$ cat config.mk
export PLATFORM = sky130hd
export DESIGN_NAME = ram_arbiter
export DESIGN_NICKNAME = d
export VERILOG_FILES = /design/src/rtl/ram_arbiter.sv
export SDC_FILE = /design/constraint.sdc
export NUM_CORES = 1
export LEC_CHECK = 0
export CAP_MARGIN = 20
export CORE_MARGIN = 2
export CORE_UTILIZATION = 35
export DETAILED_ROUTE_END_ITERATION = 7
export PLACE_DENSITY = 0.77
export REMOVE_ABC_BUFFERS = 1
export SLEW_MARGIN = 0
export SYNTH_ARGS = -nofsm -noshare
export SYNTH_HDL_FRONTEND = slang
export SYNTH_SLANG_ARGS = --single-unit
$ cat constraint.sdc
create_clock -name clk -period 1.3 [get_ports clk]
set_input_delay 0.13 -clock clk [delete_from_list [all_inputs] [get_ports clk]]
set_output_delay 0.13 -clock clk [all_outputs]
set_load 0.02 [all_outputs]
$ cat src/rtl/ram_arbiter.sv
// Time-slotted SPRAM arbiter: the CPU owns phases 0-1 of every clk/4 CPU cycle.
// One secondary requester (round-robin) owns phases 2-3.
module ram_arbiter #(
    parameter int ADDR_W = 15,
    parameter int DATA_W = 8
) (
    input  logic              clk,
    input  logic              reset,
    output logic              cpu_clk,
    input  logic [ADDR_W-1:0] cpu_addr,
    input  logic              cpu_sel,
    input  logic              cpu_we,
    input  logic [DATA_W-1:0] cpu_wdata,
    output logic [DATA_W-1:0] cpu_rdata,
    input  logic              req0,
    input  logic              req1,
    input  logic [ADDR_W-1:0] addr0,
    input  logic [ADDR_W-1:0] addr1,
    input  logic              we0,
    input  logic              we1,
    input  logic [DATA_W-1:0] wdata0,
    input  logic [DATA_W-1:0] wdata1,
    output logic              ack0,
    output logic              ack1,
    output logic [DATA_W-1:0] rdata,
    output logic [ADDR_W-1:0] ram_addr,
    output logic              ram_we,
    output logic [DATA_W-1:0] ram_wdata,
    input  logic [DATA_W-1:0] ram_rdata
);

    logic [1:0]        p_q, p_d;
    logic [DATA_W-1:0] cpu_rdata_q, cpu_rdata_d;
    logic [DATA_W-1:0] rdata_q, rdata_d;
    logic              ack0_q, ack0_d;
    logic              ack1_q, ack1_d;
    logic              gv_q, gv_d;
    logic              gid_q, gid_d;
    logic              last_q, last_d;
    logic [ADDR_W-1:0] g_addr_q, g_addr_d;
    logic              g_we_q, g_we_d;
    logic [DATA_W-1:0] g_wdata_q, g_wdata_d;
    logic              win1;

    // Both requesting: the one not granted last time wins.
    assign win1 = req1 & ~(req0 & last_q);

    always_comb begin
        p_d         = p_q + 2'd1;
        cpu_rdata_d = cpu_rdata_q;
        rdata_d     = rdata_q;
        ack0_d      = 1'b0;
        ack1_d      = 1'b0;
        gv_d        = gv_q;
        gid_d       = gid_q;
        last_d      = last_q;
        g_addr_d    = g_addr_q;
        g_we_d      = g_we_q;
        g_wdata_d   = g_wdata_q;
        case (p_q)
            2'd1: begin
                if (cpu_sel && !cpu_we) cpu_rdata_d = ram_rdata;
                gv_d = req0 | req1;
                if (req0 || req1) begin
                    gid_d     = win1;
                    last_d    = win1;
                    g_addr_d  = win1 ? addr1 : addr0;
                    g_we_d    = win1 ? we1 : we0;
                    g_wdata_d = win1 ? wdata1 : wdata0;
                end
            end
            2'd3: begin
                if (gv_q) begin
                    if (!g_we_q) rdata_d = ram_rdata;
                    ack0_d = ~gid_q;
                    ack1_d = gid_q;
                    gv_d   = 1'b0;
                end
            end
            default: ;
        endcase
    end

    always_ff @(posedge clk or posedge reset) begin
        if (reset) begin
            p_q         <= 2'd0;
            cpu_rdata_q <= '0;
            rdata_q     <= '0;
            ack0_q      <= 1'b0;
            ack1_q      <= 1'b0;
            gv_q        <= 1'b0;
            gid_q       <= 1'b0;
            last_q      <= 1'b1;
            g_addr_q    <= '0;
            g_we_q      <= 1'b0;
            g_wdata_q   <= '0;
        end else begin
            p_q         <= p_d;
            cpu_rdata_q <= cpu_rdata_d;
            rdata_q     <= rdata_d;
            ack0_q      <= ack0_d;
            ack1_q      <= ack1_d;
            gv_q        <= gv_d;
            gid_q       <= gid_d;
            last_q      <= last_d;
            g_addr_q    <= g_addr_d;
            g_we_q      <= g_we_d;
            g_wdata_q   <= g_wdata_d;
        end
    end

    logic use_grant;
    assign use_grant = p_q[1] & gv_q;

    always_comb begin
        ram_we = 1'b0;
        case (p_q)
            2'd0:    ram_we = cpu_sel & cpu_we;
            2'd2:    ram_we = gv_q & g_we_q;
            default: ram_we = 1'b0;
        endcase
        // Write strobe must die with reset even while the CPU still drives it.
        if (reset) ram_we = 1'b0;
    end

    assign ram_addr  = use_grant ? g_addr_q : cpu_addr;
    assign ram_wdata = use_grant ? g_wdata_q : cpu_wdata;
    assign cpu_clk   = p_q[1];
    assign cpu_rdata = cpu_rdata_q;
    assign rdata     = rdata_q;
    assign ack0      = ack0_q;
    assign ack1      = ack1_q;

endmodule

# After elaboration in Yosys (flattened, before gate mapping)
# Index checks and enable logic that the tools add are counted.
# word_totals
wordCells	44
inputBits	85
out_inout_bits	43
regBits	47
# classes
mux	12
add_sub_neg	1
reduce_logical	8
n_eq_ne	3
bitwise_logic	9
# op_table
operator	count
2-to-1 mux 15 bit	2
2-to-1 mux 8 bit	2
2-to-1 mux 1 bit	6
AND 1 bit	5
equality test 2 bit (second input constant)	2
one-hot mux 1 bit (2 select lines)	2
AND reduction 2 bit	2
NOT 1 bit	3
AND reduction 3 bit	1
adder 2 x 1 -> 2 bit (second input constant)	1
equality test 2 x 1 -> 1 bit (second input constant)	1
zero test 2 bit	1
nonzero test 2 bit	1
logical AND 1 bit	1
zero test 1 bit	1
logical OR 1 bit	1
bitwise OR 1 bit	1

# Longest topological paths before layout
# logic_depth
ltp_word	4
mapped_depth	6
ltp_nobuf	5

# Least setup slack after synthesis
# No wires, ideal clock.
# synth_path
path_type	reg-to-reg
start	reg p_q[1]
end	reg cpu_rdata_q[0] (netlist: cpu_rdata[0])
stages_incl_launch_ff	5
setup_ps	125
arrival_time_ps	1375
slack_ps	-200
synth_period_minus_slack_ps	1500
path_cell_list	dfrtp_1 > inv_1 > ha_1 > nand3b_2 > mux2_2
# synth_between
elab_chain_cells	2
# synth_rtl
element	line	source
start, declared	32	logic [1:0] p_q, p_d;
start signal, assigned	98	p_q <= p_d;
equality test 2 x 1 -> 1 bit	60	case (p_q)
AND reduction 2 bit (no source line)	n/a	
end signal, assigned	99	cpu_rdata_q <= cpu_rdata_d;
end, declared	33	logic [DATA_W-1:0] cpu_rdata_q, cpu_rdata_d;
# No other way between the ends.
# A chain may end at the register's enable or synchronous reset.

# Final worst setup path
# layout_path
start	reg p_q[1]
end	reg g_wdata_q[7]
# layout_between
elab_chain_cells	2
# layout_rtl
element	line	source
equality test 2 x 1 -> 1 bit	60	
AND reduction 2 bit (no source line)	n/a	
end signal, assigned	108	g_wdata_q <= g_wdata_d;
end, declared	42	logic [DATA_W-1:0] g_wdata_q, g_wdata_d;
# No other way between the ends.

==> reports/results.txt <==
Worst min-delay path class = primary input to async pin
Pre-CTS setup slack = -397 ps
N_diodes = 0
Via count = 2321
Number of DRC markers in iteration 0 = 80
Max clock buf depth = 2
Die height = 85.4 um
Synth Instances = 219
TritonCTS buffer count = 5
Static leakage = 2.22 nW
# clock sinks = 47
Vias in the first global route = 2530
Dpl cells = 429
Vias per std cell = 5.09
Met2 Usage GRT = 0.388
Number of synthesized flops with an enable pin = 0
Tightest Pin Transition = 328 ps
Distinct cells, synth = 21
Worst r2r src = p_q[1]$_DFF_PP0_
Area growth syn-to-layout = 105%
Slew HR = 0.781
Most frequent CP cell = buf_6
Critical Path AT = 1810 ps
Final Hold Viols = 0
CTS H-Tree Depth = 2
# IOs = 128
Maxcap violations = 0
Crit end category = flop
TritonRoute pass-1 iters = 4
Post-synth ARST share = 1.00
Chip width = 85.4 um
Seq/Total Area, Yosys = 0.508
Total number of yosys warnings = 0
Worst Hold Margin = 276 ps
Peak supply drop = 674 uV
Starting Density = 0.363
Hpwl dp = 4910 um
Crit path largest cell delay = 410 ps
RD Place Congestion = 0.739
Post-synth top cells = nand2_1 (48), dfrtp_1 (46), mux2_2 (34)
Crit-path cells = buf_6 > inv_4 > buf_6 > ha_4 > o21a_4 > buf_6 > buf_12 > buf_16 > a31oi_1
Worst-path fanout max = 5
Failing checks = negative setup slack
Die footprint = 7290 um2
Fin cells = 456
F_max = 628 MHz
Critical path origin = p_q[1]$_DFF_PP0_
Busiest grt layer = met2
Power per cell area = 889 nW/um2
Reg clk slew, reported paths = 90 ps
Largest net degree at the start of global routing = 26
Met1 Use GR = 0.250
Largest area contributor in the netlist = dfrtp_1
Top cells by area, synth = dfrtp_1 (50%), mux2_2 (17%), nand2_1 (7.8%)
CP Launch Type = flop
Min Tclk post-route = 1590 ps
#FFs+latches synth = 47
Initial antenna violation count = 0
Nets = 467
Slowest stage cell, crit path = dfrtp_1
Final critical-path share of the clock period = 1.23
Skew-Pair Late Insertion Delay = 290 ps
Final number of setup-violating endpoints = 70
Status = complete, but fails checks
Top-area cell type share of the netlist area = 0.497
Clock Skews = 3.69 ps
Cell Rows = 29
ANT nets after route = 0
Final worst setup slack = -293 ps
Layout cells sized above 1 = 0.401
Routed WL = 8060 um
Routed length per instance = 17.7 um
Crit Path Class = flop to flop
Total power = 4.22 mW
I/O Buffers = 127
Synthesized area per cell = 10.6 um2
Slew Limit Fails = 0
First-pass GRT wire length = 12400 um
Total global-route track usage = 0.215
CTS Root Cell = clkbuf_8
WP data required = 1510 ps
RSZ-0062 raised after global routing = true
DRC Markers = 0
TritonCTS clock tree = yes
Core area = 6390 um2
Met3 global-route usage = 0.0564
Post-CTS Hold Buffers = 0
Count leader, synth = nand2_1
Final TNS setup = -17630 ps
Top_reg_cell synth = dfrtp_1
Synth Cell Area = 2320 um2
GR Overflow Total = 0
-- worst max-delay path: cells and delay by family (launching register included) --
kind	cells	cell delay, ps
buffers and inverters	6	660
flip-flops	1	410
AO/OA/AOI/OAI	2	270
adder cells (fa/ha/maj)	1	170
-- worst paths after layout --
check	endpoint	slack (ps)	cells past startpoint
worst min-delay path	ack1$_DFF_PP0_	280	3
worst max-delay path	g_wdata_q[7]$_DFFE_PP0P_	-290	9
worst min register to register	p_q[0]$_DFF_PP0_	490	1
max in group asynchronous	g_addr_q[0]$_DFFE_PP0P_	610	4
worst max register to register	g_wdata_q[7]$_DFFE_PP0P_	-290	9
min in group clk	g_addr_q[6]$_DFFE_PP0P_	390	3
-- state kept, by name, indices dropped and copies added (netlist names) --
name	count
ack1	1
p_q	2
last_q	1
gid_q	1
g_wdata_q	8
rdata	8
cpu_rdata	8
g_addr_q	15
gv_q	1
ack0	1
g_we_q	1
-- per-layer routing --
metal	up-vias	part of all wire
met4	0	0.0076
met2	105	0.53
li1	1072	-
met5	-	0
met3	6	0.067
met1	1138	0.40
-- cells in the final DEF, fill, tap and decap left out --
master           Yosys  final
buf_8                0      1
nor2_4               0      5
o21a_4               0      1
a21boi_4             1      1
nor2_1              25     12
clkdlybuf4s50_1      0     84
ha_4                 0      3
bufinv_16            0      1
buf_4                3     10
a21oi_2              0      3
a21bo_1              1      1
nand2_4              0      1
inv_4                0      1
buf_12               0     11
ha_1                 4      1
clkbuf_16            0      1
clkinv_4             0      1
dfrtp_1             46     46
buf_16               0      4
clkinv_2             0      1
buf_2                5      1
nand3_1              2      1
dfstp_2              1      1
mux2_4               0     38
nor2_2               0      8
clkbuf_8             0      5
dlygate4sd2_1        0     18
nand2_1             48     48
buf_6                4     34
and3_4               0      2
nand3b_4             0      2
o22ai_2              0      1
inv_2                0      1
mux2_2              34      1
a31oi_4              0     12
a31oi_1             25     13
inv_1                5      3
nand3_2              0      1
-- cell type report --
type / instances / area [um2]
Clock buffer: 5 / 68.8
Timing Repair Buffer: 164 / 1830
Fill cell: 432 / 1640
Clock inverter: 3 / 43.8
Sequential cell: 47 / 1180
Tap cell: 77 / 96.3
Inverter: 5 / 21.3
Multi-Input combinational cell: 155 / 1510
-- power breakdown --
group          switching [mW]  internal (mW)
clock                   0.491          0.573
combinational           0.570          0.799
sequential              0.133           1.65
-- timing repair --
| action | CTS | global route |
|---|---|---|
| gates resized for setup | 247 | 36 |
| endpoints found under the setup margin | 85 | 69 |
| gates cloned | 7 | 1 |
| pin swaps | 8 | 7 |
| setup buffers | 11 | 5 |
-- metrics by stage --
| stage | cell area [um2] | utilization |
|---|---|---|
| floorplan | 2220 | - |
| global placement | 3810 | 0.597 |
| detailed placement | 3810 | 0.597 |
| CTS | 4590 | 0.719 |
| global route | 4750 | 0.744 |
| finish | 4750 | 0.744 |
-- logic make-up after synthesis --
kind of cell               count (synthesis)  synth area share
adders and majority gates                  4            0.0216
DFF                                       47             0.508
AOI/OAI and AO/OA                         32            0.0923
buffers and inverters                     17            0.0481
and+or+nand+nor                           80             0.140
muxes                                     39             0.190
(Power assumes the default switching activity.)
